--- config.mk ---
export PLATFORM = sky130hd
export DESIGN_NAME = matrix_link_driver
export DESIGN_NICKNAME = d
export VERILOG_FILES = /design/src/rtl/matrix_link_driver.sv
export SDC_FILE = /design/constraint.sdc
export NUM_CORES = 1
export LEC_CHECK = 0
export CAP_MARGIN = 15
export CORE_UTILIZATION = 40
export CTS_CLUSTER_SIZE = 20
export DETAILED_ROUTE_END_ITERATION = 10
export GPL_TIMING_DRIVEN = 0
export PLACE_DENSITY = 0.56
export SYNTH_ARGS = -nofsm -noshare
export SYNTH_HDL_FRONTEND = slang
export SYNTH_SLANG_ARGS = --single-unit
--- constraint.sdc ---
create_clock -name clk -period 12.7 [get_ports clk]
set_input_delay 2.54 -clock clk [delete_from_list [all_inputs] [get_ports clk]]
set_output_delay 2.54 -clock clk [all_outputs]
set_load 0.02 [all_outputs]
--- src/rtl/matrix_link_driver.sv ---
// Matrix link driver: stores two 3x3 operand matrices, presses them one by one
// into an external multiplier over a btn/switches link, then samples the nine
// result values from the multiplier's leds on a fixed display schedule.
module matrix_link_driver #(
  parameter int unsigned HOLD_CYCLES    = 4,
  parameter int unsigned GAP_CYCLES     = 4,
  parameter int unsigned SAMPLE_OFFSET  = 50_000_000,
  parameter int unsigned DISPLAY_PERIOD = 100_000_001
) (
  input  logic       clk,
  input  logic       rst,
  input  logic       load_we,
  input  logic [4:0] load_addr,
  input  logic [7:0] load_data,
  input  logic       start,
  output logic       busy,
  output logic       done,
  output logic       btn,
  output logic [7:0] switches,
  input  logic [7:0] leds,
  input  logic [3:0] rd_addr,
  output logic [7:0] rd_data
);

  // Handshake: start is a one-cycle request sampled only while idle; busy is
  // high from the cycle after an accepted start until the done cycle, and done
  // pulses for exactly one cycle with busy already low.

  typedef enum logic [2:0] {
    S_IDLE, S_PRESS, S_RELEASE, S_WAIT_FIRST, S_SAMPLE, S_DONE
  } state_e;

  localparam logic [31:0] HOLD_LAST   = 32'(HOLD_CYCLES - 1);
  localparam logic [31:0] GAP_LAST    = 32'(GAP_CYCLES - 1);
  localparam logic [31:0] OFFSET_LAST = 32'(SAMPLE_OFFSET - 1);
  localparam logic [31:0] PERIOD_LAST = 32'(DISPLAY_PERIOD - 1);

  state_e      state_q, state_d;
  logic [31:0] cnt_q, cnt_d;
  logic [4:0]  idx_q, idx_d;
  logic [3:0]  k_q, k_d;
  logic [7:0]  sw_q, sw_d;
  logic [7:0]  opnd_q [18];
  logic [7:0]  res_q  [9];

  logic       opnd_we;
  logic       cap_we;
  logic [3:0] cap_addr;
  logic       first_hit;
  logic       sample_hit;
  logic [7:0] first_operand;

  assign first_hit  = (state_q == S_WAIT_FIRST) && (cnt_q == OFFSET_LAST);
  assign sample_hit = (state_q == S_SAMPLE) && (cnt_q == PERIOD_LAST);
  assign opnd_we    = load_we && (load_addr <= 5'd17) && !busy;
  // A write to A[0] in the same cycle as start must reach the first press.
  assign first_operand = (opnd_we && (load_addr == 5'd0)) ? load_data : opnd_q[0];

  // State register
  always_ff @(posedge clk or posedge rst) begin
    if (rst) state_q <= S_IDLE;
    else     state_q <= state_d;
  end

  // Next-state logic
  always_comb begin
    state_d = state_q;
    case (state_q)
      S_IDLE:       if (start) state_d = S_PRESS;
      S_PRESS:      if (cnt_q == HOLD_LAST) state_d = S_RELEASE;
      S_RELEASE:    if (cnt_q == GAP_LAST) state_d = (idx_q == 5'd17) ? S_WAIT_FIRST : S_PRESS;
      S_WAIT_FIRST: if (first_hit) state_d = S_SAMPLE;
      S_SAMPLE:     if (sample_hit && (k_q == 4'd8)) state_d = S_DONE;
      S_DONE:       state_d = S_IDLE;
      default:      state_d = S_IDLE;
    endcase
  end

  // Output decode: btn is high only in PRESS, so it drops at once on reset
  always_comb begin
    btn      = (state_q == S_PRESS);
    busy     = (state_q != S_IDLE) && (state_q != S_DONE);
    done     = (state_q == S_DONE);
    switches = sw_q;
  end

  // Datapath next values: phase counter, element index, capture index, switches
  always_comb begin
    cnt_d    = cnt_q + 32'd1;
    idx_d    = idx_q;
    k_d      = k_q;
    sw_d     = sw_q;
    cap_we   = 1'b0;
    cap_addr = k_q;
    if ((state_d != state_q) || sample_hit) cnt_d = '0;
    case (state_q)
      S_IDLE: begin
        cnt_d = '0;
        if (start) begin
          idx_d = '0;
          sw_d  = first_operand;
        end
      end
      S_RELEASE: begin
        if (state_d == S_PRESS) begin
          idx_d = idx_q + 5'd1;
          sw_d  = opnd_q[idx_q + 5'd1];
        end
      end
      S_WAIT_FIRST: begin
        if (first_hit) begin
          cap_we   = 1'b1;
          cap_addr = 4'd0;
          k_d      = 4'd1;
        end
      end
      S_SAMPLE: begin
        if (sample_hit) begin
          cap_we   = 1'b1;
          cap_addr = k_q;
          k_d      = k_q + 4'd1;
        end
      end
      default: ;
    endcase
  end

  // Control and datapath registers
  always_ff @(posedge clk or posedge rst) begin
    if (rst) begin
      cnt_q <= '0;
      idx_q <= '0;
      k_q   <= '0;
      sw_q  <= '0;
    end else begin
      cnt_q <= cnt_d;
      idx_q <= idx_d;
      k_q   <= k_d;
      sw_q  <= sw_d;
    end
  end

  // Operand and result storage
  always_ff @(posedge clk or posedge rst) begin
    if (rst) begin
      for (int i = 0; i < 18; i++) opnd_q[i] <= '0;
      for (int i = 0; i < 9; i++)  res_q[i]  <= '0;
    end else begin
      if (opnd_we) opnd_q[load_addr] <= load_data;
      if (cap_we)  res_q[cap_addr]   <= leds;
    end
  end

  // Result read port; out-of-range indices read as zero
  always_comb begin
    rd_data = (rd_addr <= 4'd8) ? res_q[rd_addr] : 8'd0;
  end

endmodule

# Yosys cells after proc, flatten, opt, wreduce, memory -nomap -nowiden

Cells that the tools add are included.

Output and inout port bits: 19
Register bits: 268
Input bits: 29

$lt $le $gt $ge: 8
Mux-type cells: 37
Equal/unequal tests: 17
Add/subtract/negate cells: 3
Bitwise operators: 4
Reduce and logical (&&, ||, !) cells: 18

Operators with widths:

| operator              | number |
|---|---|
| $bwmux 144            | 1 |
| $mux 8                | 10 |
| $bwmux 72             | 1 |
| $mux 32               | 2 |
| $bmux 8 s5            | 1 |
| $demux 8 s5           | 1 |
| $add 32x1->32 const B | 1 |
| $bmux 8 s4            | 1 |
| $demux 8 s4           | 1 |
| $eq 32x2->1 const B   | 1 |
| $eq 32x26->1 const B  | 1 |
| $eq 32x27->1 const B  | 1 |
| $mux 4                | 4 |
| $pmux 8 s2            | 1 |
| $mux 3                | 5 |
| $pmux 3 s5            | 1 |
| $ge 6x6->1 const B    | 2 |
| $not 5->6             | 2 |
| $ge 5x5->1 const B    | 2 |
| $mux 5                | 2 |
| $not 4->5             | 2 |
| $pmux 5 s2            | 1 |
| $logic_and 1x1->1     | 9 |
| $ne 2x2->1 const B    | 4 |
| 24 further kinds      | 30 |

# Logic depth before layout (Yosys ltp)

Word-level depth: 10
Mapped depth: 9

# Least setup slack after synthesis

Ideal clock, no wire load.

Kind: input to output
From: in rd_addr[0]
To: out rd_data[0]
Path slack: 5944 ps
Required time: 10160 ps
Arrival time: 4216 ps
Stages: 5
Buffers on the path: 2
Cell sequence: buf_2 -> buf_1 -> nor4b_1 -> nand2_1 -> o21ai_0

Longest elaborated chain between the ends: 5
Elaborated cells on any way between the ends: 6

Ends and longest elaborated chain:

| what                                       | RTL line | source |
|---|---|---|
| start, declared                            | 21       | `input logic [3:0] rd_addr,` |
| $not 4->5 (implied by the code)            | 156      | `rd_data = (rd_addr <= 4'd8) ? res_q[rd_addr] : 8'd0;` |
| $bmux 8 s4                                 | 156      |  |
| $mux 8 (implied by the code) (2 in series) | 156      |  |
| $mux 8 *                                   | 156      |  |
| end, declared                              | 22       | `output logic [7:0] rd_data` |

Every way passes the cells marked *; elsewhere a longest branch is shown, timed or not. The select of a mux whose other input is x is not followed.

# Worst setup path after layout

From: in rd_addr[1]
To: out rd_data[3]

The elaborated chain is that of the path after synthesis.

==> flow_summary.toml <==
[cts]
cts.clk_slew.worst_paths_ps = 60
htreeDepth = 1
cts_tree = "yes"
cts_buffers = 30
cts-resized-gates = 0
clk_latency_ps = 550
clock_sinks = 268
cts_buffer_depth = 3
clock-root-buffer = "clkbuf_16"
hold_buffers = 0
postCtsSetupRepairBufs = 0

[floorplanning]
ioPinCount = 48
start_util = 0.411
fp.coreArea_mm2 = 0.0310
die_width_um = 180
dieArea_mm2 = 0.0325
num_rows = 64
die_h_um = 180

[route]
dr_total_vias = 7955
wl_per_cell_um = 20.1
drc = 0
via_per_inst = 5.43
drt_iter0_drc = 439
drtAntennaViolNets = 0
drtPass1Iterations = 4
finalWirelength_mm = 29.4

[layout]
nNetsFinal = 1083
antenna_cells = 0
drive_gt1_frac = 0.337
nFillCells = 2782
area_growth_pct = 15.5
fin_area_mm2 = 0.0147

[timing]
max_freq_mhz = 132
fin_crit_ps = 7590
finalSetupViolations = 0
slew_headroom = 0.270
tightest_slew_ps = 1090
drv_slew = 0
grt_setup_unrepaired = "no"
hold_viol_final = 0
clock_skew_ps = 11.5
fin_crit_sh = 0.597

[setup_path]
start_kind = "input port"
path_cells = "buf_1, clkbuf_1, nor4b_2, nand2_1, o21ai_0, clkdlybuf4s50_1"
critPathMaxFanout = 10
crit_path_top_delay_cell = "nor4b_2"
cp_data_required_time_ps = 10160
critical_path_class = "input port to output pin"
end_kind = "output pin"
cp_top_family = "buffers and inverters"
slowest_delay_ps = 860
path_buf_inv = 3
worst_ep_arrival_time_ps = 5050

[pwr]
power.density_mw_per_mm2 = 165
vdd_drop_max_uv = 107
p_leak_nw = 6.71
power_mw = 2.43

[grt]
gr-total-overflow = 0
grt_usage = 0.186
grt_max_degree = 126
grt_first_pass_wirelength_mm = 47.8
grt_pass1_vias = 8288
antenna_found_initial = 0

[worst_hold_path]
worst_hold_path_type = "flip-flop to flip-flop"

[placed_design]
portBuffers = 42
hpwl_mm = 19.6
place.gp.congestion = 0.794
placed_area_mm2 = 0.0137

[yosys]
postSynthCellCount = 970
synth_top_family_by_area = "multiplexers"
synth_area_mm2 = 0.0127
syn_nets = 1005
async_flop_share = 1.00
synth_area_per_cell_um2 = 13.1
synth_compound_area_frac = 0.0350
synth_xor_area_frac = 0.0234
netlist-cell-type-count = 50
yosys_warnings = 0
synth-seq-cells = 268
synth_seq_area_share = 0.527
synth-simple-area-share = 0.0994
synthAdderAreaFrac = 0.00590
ys.flop_type = "dfrtp_1"
synth_edf_count = 0
synthMuxAreaShare = 0.290

[outcome]
status = "completed"

[flow_run]
drv_cap = 0
cell families after synthesis:
group	count (synthesis)
buf+inv	62
simple gates	259
mux	281
compound gates	60
fa+ha+maj	6
xor+xnor	34
flops	268
cells in the mapped netlist (7+ instances only):
master      n  area (µm²)
nor2_1     59         221
buf_2      11        55.1
inv_1      17        63.8
mux4_2     48        1080
nand2_1    89         334
and3_1      7        43.8
o21ai_0    18        90.1
nor3_1     14        70.1
and4_1      7        61.3
nor2b_1     7        43.8
o31ai_1    10        75.1
nand3_1    28         140
buf_1       8        30.0
mux2i_1     9        90.1
clkbuf_1   25        93.8
nand4_1    14        87.6
dfrtp_1   268        6710
a221oi_1    8        70.1
mux2_2    224        2520
xnor2_1    12         105
xor2_1     22         193
o221a_2     8        90.1
path summary, 6_finish.rpt:
kind / startpoint / endpoint / slack [ps] / cells after the start
hold reg to reg: switches[5] / switches[5] / 480 / 2
min in group asynchronous: rst / opnd_q[33] / 2380 / 2
setup reg to reg: idx_q[1] / switches[2] / 9410 / 8
hold / removal: switches[5] / switches[5] / 480 / 2
setup / recovery: rd_addr[1] / rd_data[3] / 5110 / 6
max in group asynchronous: rst / res_q[3] / 8970 / 4
report_power, final:
part | total (mW) | internal, mW | switching [mW]
clock | 0.858 | 0.504 | 0.355
combinational | 0.531 | 0.250 | 0.281
sequential | 1.04 | 0.976 | 0.0621
total | 2.43 | 1.73 | 0.698
cell usage in the layout (no fill, tap or decap), drive strengths merged, types with 3 or more instances in the layout:
cell	n
dfrtp	268
mux2	224
nand2	90
clkbuf	66
nor2	65
mux4	48
clkdlybuf4s50	42
nand3	29
buf	23
xor2	22
o21ai	19
inv	17
nor3	16
nand4	15
xnor2	12
o31ai	11
mux2i	9
o221a	8
a221oi	8
and4	7
and3	7
nor2b	7
nor4	7
clkinv	7
ha	6
a21oi	5
or4	4
clkinvlp	4
o211ai	3
and2	3
metal layers:
layer | routed length [µm] | vias to the layer above | share of wire | track usage
met1 | 13900 | 4094 | 0.47 | 0.261
met3 | 911 | 41 | 0.031 | 0.0206
met4 | 634 | 0 | 0.022 | 0.0455
li1 | - | 3702 | - | -
met5 | 0 | - | 0 | 0
met2 | 14000 | 118 | 0.48 | 0.309
layout make-up:
class | instances | area, µm² | area share
flip-flops and latches | 268 | 6710 | 0.456
multi-input cells | 640 | 5790 | 0.394
clock buffers | 40 | 840 | 0.0571
well taps | 396 | 495 | 0.0337
repair buffers | 46 | 488 | 0.0332
plain buffers | 45 | 184 | 0.0125
clock inverters | 13 | 136 | 0.00927
inverters | 17 | 71.3 | 0.00485
sequential cells by signal (all words and copies together) (netlist names):
register / count
opnd_q: 144
res_q: 72
cnt_q: 32
switches: 8
idx_q: 5
k_q: 4
state_q: 3
worst min-delay path, stage by stage (launching register included):
cell,delay [ps]
dfrtp_1,350
nand2_1,50
o31ai_1,50
metrics by stage:
| step | hold slack, ps | setup TNS (ps) | cells | util | worst slack (ps) |
|---|---|---|---|---|---|
| 2_1_floorplan | 474 | 0 | 970 | - | 2780 |
| 4_1_cts | 495 | 0 | 1463 | 0.474 | 5060 |
| 6_report | 485 | 0 | 1465 | 0.475 | 5110 |
| 3_5_place_dp | 481 | 0 | 1410 | 0.443 | 5060 |
| 3_3_place_gp | 475 | -278000 | 1408 | 0.440 | -1060 |
| 5_1_grt | 512 | 0 | 1465 | 0.475 | 4870 |
(Power assumes the default switching activity.)
